### config.mk
export PLATFORM = sky130hd
export DESIGN_NAME = lia_ctrl_regbank_flat
export DESIGN_NICKNAME = d
export VERILOG_FILES = /design/src/rtl/lia_ctrl_regbank_if.sv /design/src/rtl/lia_ctrl_regbank.sv /design/src/flat_wrapper.sv
export SDC_FILE = /design/constraint.sdc
export NUM_CORES = 2
export LEC_CHECK = 0
export CAP_MARGIN = 10
export CORE_MARGIN = 2
export CORE_UTILIZATION = 50
export CTS_CLUSTER_DIAMETER = 100
export CTS_CLUSTER_SIZE = 30
export DETAILED_ROUTE_END_ITERATION = 8
export DONT_BUFFER_PORTS = 1
export GPL_TIMING_DRIVEN = 1
export SLEW_MARGIN = 20
export SYNTH_ARGS = -nofsm -noshare
export SYNTH_HDL_FRONTEND = slang
export SYNTH_SLANG_ARGS = --single-unit
### constraint.sdc
create_clock -name clk_clk -period 2.75 [get_ports clk_clk]
set_clock_uncertainty 0.1 [all_clocks]
set_input_delay 0.825 -clock clk_clk [delete_from_list [all_inputs] [get_ports clk_clk]]
set_output_delay 0.825 -clock clk_clk [all_outputs]
set_load 0.01 [all_outputs]
### src/rtl/lia_ctrl_regbank_if.sv
// Avalon-MM slave bus bundle for the lock-in control register bank.
interface lia_ctrl_regbank_if #(
  parameter int ADDR_W = 6
);
  logic [ADDR_W-1:0] avs_address;
  logic              avs_write;
  logic [31:0]       avs_writedata;
  logic              avs_read;
  logic [31:0]       avs_readdata;
  logic              avs_readdatavalid;

  modport master (
    output avs_address, avs_write, avs_writedata, avs_read,
    input  avs_readdata, avs_readdatavalid
  );
  modport slave (
    input  avs_address, avs_write, avs_writedata, avs_read,
    output avs_readdata, avs_readdatavalid
  );
endinterface

### src/rtl/lia_ctrl_regbank.sv
// Lock-in array register bank: shadowed NCO phase regs with coherent commit, X/Y snapshot, gains.
// Optional LIA_AUTO_SNAPSHOT_EN: every res_valid captures, arming is disabled.
module lia_ctrl_regbank_ch #(
  parameter int PHASE_W = 20,
  parameter int RES_W   = 16
) (
  input  logic               clk_i,
  input  logic               rst_ni,
  input  logic               wr_incr_i,
  input  logic               wr_offs_i,
  input  logic [PHASE_W-1:0] wdata_i,
  input  logic               apply_i,
  input  logic               capture_i,
  input  logic [RES_W-1:0]   x_i,
  input  logic [RES_W-1:0]   y_i,
  output logic [PHASE_W-1:0] incr_sh_o,
  output logic [PHASE_W-1:0] offs_sh_o,
  output logic [PHASE_W-1:0] incr_o,
  output logic [PHASE_W-1:0] offs_o,
  output logic [RES_W-1:0]   x_rd_o,
  output logic [RES_W-1:0]   y_rd_o
);
  logic [PHASE_W-1:0] incr_sh_q, offs_sh_q, incr_q, offs_q;
  logic [RES_W-1:0]   x_q, y_q;

  always_ff @(posedge clk_i or negedge rst_ni) begin
    if (!rst_ni) begin
      incr_sh_q <= '0; offs_sh_q <= '0;
      incr_q    <= '0; offs_q    <= '0;
      x_q       <= '0; y_q       <= '0;
    end else begin
      if (wr_incr_i) incr_sh_q <= wdata_i;
      if (wr_offs_i) offs_sh_q <= wdata_i;
      // apply copies the pre-write shadow, so a same-cycle bus write waits for the next commit
      if (apply_i) begin
        incr_q <= incr_sh_q;
        offs_q <= offs_sh_q;
      end
      if (capture_i) begin
        x_q <= x_i;
        y_q <= y_i;
      end
    end
  end

  assign incr_sh_o = incr_sh_q;
  assign offs_sh_o = offs_sh_q;
  assign incr_o    = incr_q;
  assign offs_o    = offs_q;
  // bypass lets a read issued on the capture edge already see the new sample
  assign x_rd_o    = capture_i ? x_i : x_q;
  assign y_rd_o    = capture_i ? y_i : y_q;
endmodule

module lia_ctrl_regbank #(
  parameter int NUM_CH  = 8,
  parameter int PHASE_W = 20,
  parameter int RES_W   = 16,
  parameter int ADDR_W  = 6
) (
  input  logic                      clk_clk,
  input  logic                      reset_reset_n,
  lia_ctrl_regbank_if.slave         avs,
  input  logic                      sample_stb,
  input  logic                      res_valid,
  input  logic [NUM_CH*RES_W-1:0]   lia_x,
  input  logic [NUM_CH*RES_W-1:0]   lia_y,
  output logic [NUM_CH*PHASE_W-1:0] phase_incr,
  output logic [NUM_CH*PHASE_W-1:0] phase_offs,
  output logic [7:0]                dac_gain,
  output logic [5:0]                gain_ctrl,
  output logic                      commit_pending
);
  localparam logic [ADDR_W-1:0] A_CTRL = ADDR_W'(NUM_CH*4);
  localparam logic [ADDR_W-1:0] A_STAT = ADDR_W'(NUM_CH*4 + 1);
  localparam logic [ADDR_W-1:0] A_DAC  = ADDR_W'(NUM_CH*4 + 2);
  localparam logic [ADDR_W-1:0] A_GAIN = ADDR_W'(NUM_CH*4 + 3);

  logic [ADDR_W-1:0] addr;
  logic [31:0]       wdata;
  logic              unused_wdata;
  assign addr         = avs.avs_address;
  assign wdata        = avs.avs_writedata;
  assign unused_wdata = ^wdata;

  logic [NUM_CH-1:0][PHASE_W-1:0] incr_sh, offs_sh, incr_act, offs_act;
  logic [NUM_CH-1:0][RES_W-1:0]   x_rd, y_rd;
  logic [NUM_CH-1:0]              wr_incr, wr_offs;

  logic       pend_q, pend_d, armed_q, armed_d, snapv_q, snapv_d, ovr_q, ovr_d;
  logic [7:0] dac_q, dac_d;
  logic [5:0] gain_q, gain_d;
  logic [31:0] rdata_q, rdata_d;
  logic        rvalid_q;
  logic        ctrl_wr, stat_wr, apply, capture;

  assign ctrl_wr = avs.avs_write && (addr == A_CTRL);
  assign stat_wr = avs.avs_write && (addr == A_STAT);
  assign apply   = sample_stb && pend_q;
`ifdef LIA_AUTO_SNAPSHOT_EN
  assign capture = res_valid;
`else
  assign capture = res_valid && armed_q;
`endif

  for (genvar g = 0; g < NUM_CH; g++) begin : g_ch
    assign wr_incr[g] = avs.avs_write && (addr == ADDR_W'(g*4));
    assign wr_offs[g] = avs.avs_write && (addr == ADDR_W'(g*4 + 1));
    lia_ctrl_regbank_ch #(.PHASE_W(PHASE_W), .RES_W(RES_W)) u_ch (
      .clk_i     (clk_clk),
      .rst_ni    (reset_reset_n),
      .wr_incr_i (wr_incr[g]),
      .wr_offs_i (wr_offs[g]),
      .wdata_i   (wdata[PHASE_W-1:0]),
      .apply_i   (apply),
      .capture_i (capture),
      .x_i       (lia_x[g*RES_W +: RES_W]),
      .y_i       (lia_y[g*RES_W +: RES_W]),
      .incr_sh_o (incr_sh[g]),
      .offs_sh_o (offs_sh[g]),
      .incr_o    (incr_act[g]),
      .offs_o    (offs_act[g]),
      .x_rd_o    (x_rd[g]),
      .y_rd_o    (y_rd[g])
    );
  end

  always_comb begin
    // a commit write on the applying strobe is absorbed; one on a non-pending strobe arms the next
    pend_d  = apply ? 1'b0 : (pend_q | (ctrl_wr & wdata[0]));
`ifdef LIA_AUTO_SNAPSHOT_EN
    armed_d = 1'b0;
`else
    armed_d = (armed_q & ~capture) | (ctrl_wr & wdata[1]);
`endif
    snapv_d = capture | (snapv_q & ~(stat_wr & wdata[1]));
    ovr_d   = (capture & snapv_q) | (ovr_q & ~(stat_wr & wdata[2]));
    dac_d   = (avs.avs_write && addr == A_DAC)  ? wdata[7:0] : dac_q;
    gain_d  = (avs.avs_write && addr == A_GAIN) ? wdata[5:0] : gain_q;
  end

  always_comb begin
    rdata_d = '0;
    for (int c = 0; c < NUM_CH; c++) begin
      if (addr == ADDR_W'(c*4))     rdata_d = 32'(incr_sh[c]);
      if (addr == ADDR_W'(c*4 + 1)) rdata_d = 32'(offs_sh[c]);
      if (addr == ADDR_W'(c*4 + 2)) rdata_d = 32'($signed(x_rd[c]));
      if (addr == ADDR_W'(c*4 + 3)) rdata_d = 32'($signed(y_rd[c]));
    end
    if (addr == A_STAT) rdata_d = {28'd0, armed_q, ovr_q, snapv_q, pend_q};
    if (addr == A_DAC)  rdata_d = {24'd0, dac_q};
    if (addr == A_GAIN) rdata_d = {26'd0, gain_q};
    if (!avs.avs_read)  rdata_d = '0;
  end

  always_ff @(posedge clk_clk or negedge reset_reset_n) begin
    if (!reset_reset_n) begin
      pend_q <= 1'b0; armed_q <= 1'b0; snapv_q <= 1'b0; ovr_q <= 1'b0;
      dac_q  <= '0;   gain_q  <= '0;
      rdata_q <= '0;  rvalid_q <= 1'b0;
    end else begin
      pend_q <= pend_d; armed_q <= armed_d; snapv_q <= snapv_d; ovr_q <= ovr_d;
      dac_q  <= dac_d;  gain_q  <= gain_d;
      rdata_q <= rdata_d; rvalid_q <= avs.avs_read;
    end
  end

  assign phase_incr            = incr_act;
  assign phase_offs            = offs_act;
  assign dac_gain              = dac_q;
  assign gain_ctrl             = gain_q;
  assign commit_pending        = pend_q;
  assign avs.avs_readdata      = rdata_q;
  assign avs.avs_readdatavalid = rvalid_q;
endmodule

### src/flat_wrapper.sv
// flat-port wrapper written by rule: the top's interface ports become plain ports
module lia_ctrl_regbank_flat 
#(
  parameter int NUM_CH  = 8,
  parameter int PHASE_W = 20,
  parameter int RES_W   = 16,
  parameter int ADDR_W  = 6
)
  (clk_clk, reset_reset_n, sample_stb, res_valid, lia_x, lia_y, phase_incr, phase_offs, dac_gain, gain_ctrl, commit_pending, avs_avs_address, avs_avs_write, avs_avs_writedata, avs_avs_read, avs_avs_readdata, avs_avs_readdatavalid);
  lia_ctrl_regbank_if #(.ADDR_W(ADDR_W)) avs_i ();
  input  logic clk_clk;
  input  logic reset_reset_n;
  input  logic sample_stb;
  input  logic res_valid;
  input  logic [NUM_CH*RES_W-1:0] lia_x;
  input  logic [NUM_CH*RES_W-1:0] lia_y;
  output logic [NUM_CH*PHASE_W-1:0] phase_incr;
  output logic [NUM_CH*PHASE_W-1:0] phase_offs;
  output logic [7:0] dac_gain;
  output logic [5:0] gain_ctrl;
  output logic commit_pending;
  input wire logic [$bits(avs_i.avs_address)-1:0] avs_avs_address;
  input wire logic [$bits(avs_i.avs_write)-1:0] avs_avs_write;
  input wire logic [$bits(avs_i.avs_writedata)-1:0] avs_avs_writedata;
  input wire logic [$bits(avs_i.avs_read)-1:0] avs_avs_read;
  output wire logic [$bits(avs_i.avs_readdata)-1:0] avs_avs_readdata;
  output wire logic [$bits(avs_i.avs_readdatavalid)-1:0] avs_avs_readdatavalid;
  assign avs_i.avs_address = avs_avs_address;
  assign avs_i.avs_write = avs_avs_write;
  assign avs_i.avs_writedata = avs_avs_writedata;
  assign avs_i.avs_read = avs_avs_read;
  assign avs_avs_readdata = avs_i.avs_readdata;
  assign avs_avs_readdatavalid = avs_i.avs_readdatavalid;
  lia_ctrl_regbank #(.NUM_CH(NUM_CH), .PHASE_W(PHASE_W), .RES_W(RES_W), .ADDR_W(ADDR_W)) u_core (.clk_clk(clk_clk), .reset_reset_n(reset_reset_n), .avs(avs_i), .sample_stb(sample_stb), .res_valid(res_valid), .lia_x(lia_x), .lia_y(lia_y), .phase_incr(phase_incr), .phase_offs(phase_offs), .dac_gain(dac_gain), .gain_ctrl(gain_ctrl), .commit_pending(commit_pending));
endmodule
==> flow_summary.ini <==
[cts]
clockBufferDepth = 3
clock-sinks = 936
clkTransAtPathRegs_ps = 120
numCtsBuffers = 40
cts_tree = done
root_buffer = clkbuf_16
worstSkewPairLatency_ps = 650
cts_max_level = 2

[setup_path]
r2r-start = u_core.armed_q$_DFF_PN0_
crit_path_start = avs_avs_address[0]
endpoint_kind = flop
required_ps = 3210
worstPathArrival_ps = 3850
worstReg2RegEnd = u_core.avs.avs_readdata[6]$_DFF_PN0_
path_max_fanout = 170
crit_path_start_kind = input pin
reg2reg_depth = 10
endpoint = u_core.avs.avs_readdata[14]$_DFF_PN0_
critPathKind = input pin to flop
ff2ff_setup_slack_ps = -140

[sta]
slew_headroom_pct = 23.45
setup_violations = 103
fin_crit_sh_pct = 123.2
maxSlewViolCount = 0
fin_ws_ps = -639.1
hold_slack_ps = -218.0
tightest_slew_ps = 1148
final_hold_viol_count = 109
post-route-min-period_ps = 3389
clock.fmax_mhz = 295.1
grt_setup_unrepaired = true

[floorplanning]
ios = 668
die_h_um = 292.2
die_w_um = 292.2
dieArea_sq_um = 85390
start_util_pct = 50.58
core_area_sq_um = 82110
rows = 105

[layout]
layout.nets = 3939
final_common_cell = dfrtp_1
fin_cells = 4741
area.sequential_sq_um = 23420
finalInstanceArea_sq_um = 48050
multi_input_area_sq_um = 17410
drive_above_1_share_pct = 39.62
area_growth_pct = 15.70
layout_common_cells = dfrtp_1 (935), mux2_2 (772), nand2_1 (447)
fillers = 6708

[placement]
io_buffers = 0
dp_hpwl_um = 130600
postPlaceCellArea_sq_um = 45650
globalplace.congestion = 1.003
placed_cells_incl_taps = 4625

[yosys]
synth.area.mux_share_pct = 23.98
avgSynthCellArea_sq_um = 12.31
synth_compound_area_share_pct = 8.975
synth_top_family_by_area = multiplexers
async_flop_share_pct = 100.0
syn_nets = 3675
synthCells = 3375
synth.ff_latch_count = 936
synthXorXnorAreaFrac_pct = 0.02109
synth_edf_count = 0
ys.flop_type = dfrtp_1
synthAdderAreaFrac_pct = 0
synth_cell_types = 85
synth_area_sq_um = 41530
seq_area_frac_synth_pct = 56.40
yosys.area_share.simple_pct = 7.477
yosysWarnings = 0

[drt]
drt_iter0_drc = 2921
drc_errors = 0
routed_wl_um = 173900
via_per_inst = 6.424
num_vias = 30460
ant_nets = 0
wire_per_inst_um = 36.67
drt-pass1-iter-count = 7

[global_route]
overflow = 0
grt_start_max_net_pins = 937
track_usage_pct = 39.91
grt_pass1_vias = 29980
grt_pass1_wl_um = 239700
antenna_found_initial = 44

[pwr]
p_per_area_nw_per_um2 = 577.4
vdd_drop_max_mv = 0.4381
cellLeakagePower_nw = 24.01

[status]
violations = negative hold slack, negative setup slack
outcome = finished with violations

[worst_hold_path]
hold_path.class = input pin to asynchronous set/reset pin

[run]
max_cap_violations = 0
[routing by layer]
metal	vias to the layer above	GRT usage (%)	wire length, um
li1	12590	-	-
met5	-	0	149
met3	301	12.65	17770
met2	1567	61.00	78650
met1	15980	54.26	70880
met4	22	12.95	6411
[kinds of logic after synthesis]
kind of cell / count (synthesis)
AOI/OAI and AO/OA: 550
xor gates and xnor gates: 1
buffers and inverters: 292
DFF: 936
muxes: 884
and+or+nand+nor: 712
[power breakdown]
part,internal (W),leakage (nW),switching (W)
logic,0.00177,10.9,0.00219
registers,0.0152,12.6,0.00122
clock network,0.00278,0.566,0.00463
total,0.0197,24.0,0.00803
[area by class of cell]
class                           count  area share, %
Antenna cell                       21         0.1094
Clock buffer                       41          2.091
Clock inverter                     12         0.3489
Inverter                           35         0.2734
Multi-Input combinational cell   2148          36.23
Sequential cell                   936          48.74
Tap cell                         1070          2.786
Timing Repair Buffer              478          9.415
[cell usage after synthesis (23+ instances only)]
master | instances | area share (%)
a211oi_1 | 32 | 0.58
a21oi_1 | 127 | 1.5
a221oi_1 | 24 | 0.51
a22oi_1 | 29 | 0.52
buf_1 | 23 | 0.21
buf_2 | 71 | 0.86
buf_4 | 25 | 0.45
clkbuf_1 | 134 | 1.2
dfrtp_1 | 936 | 56
inv_1 | 33 | 0.30
mux2_2 | 788 | 21
mux2i_1 | 86 | 2.1
nand2_1 | 454 | 4.1
nand3_1 | 32 | 0.39
nor2_1 | 125 | 1.1
o211ai_1 | 28 | 0.51
o21ai_0 | 104 | 1.3
o22ai_1 | 35 | 0.53
[critical path, cell delays in order]
cell and delay [ps]:
nor2b_4 660, buf_4 320, nand2_2 120, buf_12 160, o2bb2ai_1 350, nor4b_4 90, buf_4 180, o211ai_1 280
nand4_1 150, o21ai_1 170
[worst min-delay path by stage]
stage / cells past startpoint / end / startpoint
final: 0 / u_core.g_ch[0].u_ch.y_q[4]$_DFF_PN0_ / reset_reset_n
after global routing: 0 / u_core.g_ch[0].u_ch.y_q[4]$_DFF_PN0_ / reset_reset_n
after CTS: 0 / u_core.g_ch[0].u_ch.y_q[4]$_DFF_PN0_ / reset_reset_n
after detailed placement: 2 / u_core.g_ch[7].u_ch.x_q[9]$_DFF_PN0_ / u_core.g_ch[7].u_ch.x_q[9]$_DFF_PN0_
after global placement: 2 / u_core.g_ch[2].u_ch.x_q[10]$_DFF_PN0_ / u_core.g_ch[2].u_ch.x_q[10]$_DFF_PN0_
after floorplan: 2 / u_core.g_ch[2].u_ch.x_q[10]$_DFF_PN0_ / u_core.g_ch[2].u_ch.x_q[10]$_DFF_PN0_
[through the flow]
step	hold WS, ps	worst slack, ps	power, W	utilization [%]	TNS (ps)
after CTS	-224.7	-113.4	0.02737	57.54	-384.7
after global routing	-245.7	-445.2	0.02864	58.50	-2245
after floorplan	335.8	-30.51	0.01821	-	-558.0
after global placement	351.3	-1125	0.01991	55.60	-16630
after detailed placement	359.8	-1139	0.02007	55.60	-17600
final	-218.0	-639.1	0.02775	58.52	-17390
[timing repair]
item / CTS / global route
gates resized for setup: 61 / 67
pin swaps: 20 / 40
cloned: 4 / 4
hold endpoints to repair: 936 / 109
setup buffers: 7 / 25
setup endpoints to repair: 21 / 20
[registers in the layout (all words and copies together) (netlist names)]
name and count:
u_core.g_ch.u_ch.y_q 128, u_core.ovr_q 1, u_core.g_ch.u_ch.offs_sh_o 160, u_core.g_ch.u_ch.incr_sh_o 160, u_core.snapv_q 1, u_core.avs.avs_readdata 21, u_core.g_ch.u_ch.incr_o 160, u_core.g_ch.u_ch.offs_o 160
u_core.dac_gain 8, u_core.g_ch.u_ch.x_q 128, u_core.armed_q 1, u_core.commit_pending 1, u_core.avs.avs_readdatavalid 1, u_core.gain_ctrl 6
No activity file was read; power rests on OpenSTA's default activity.
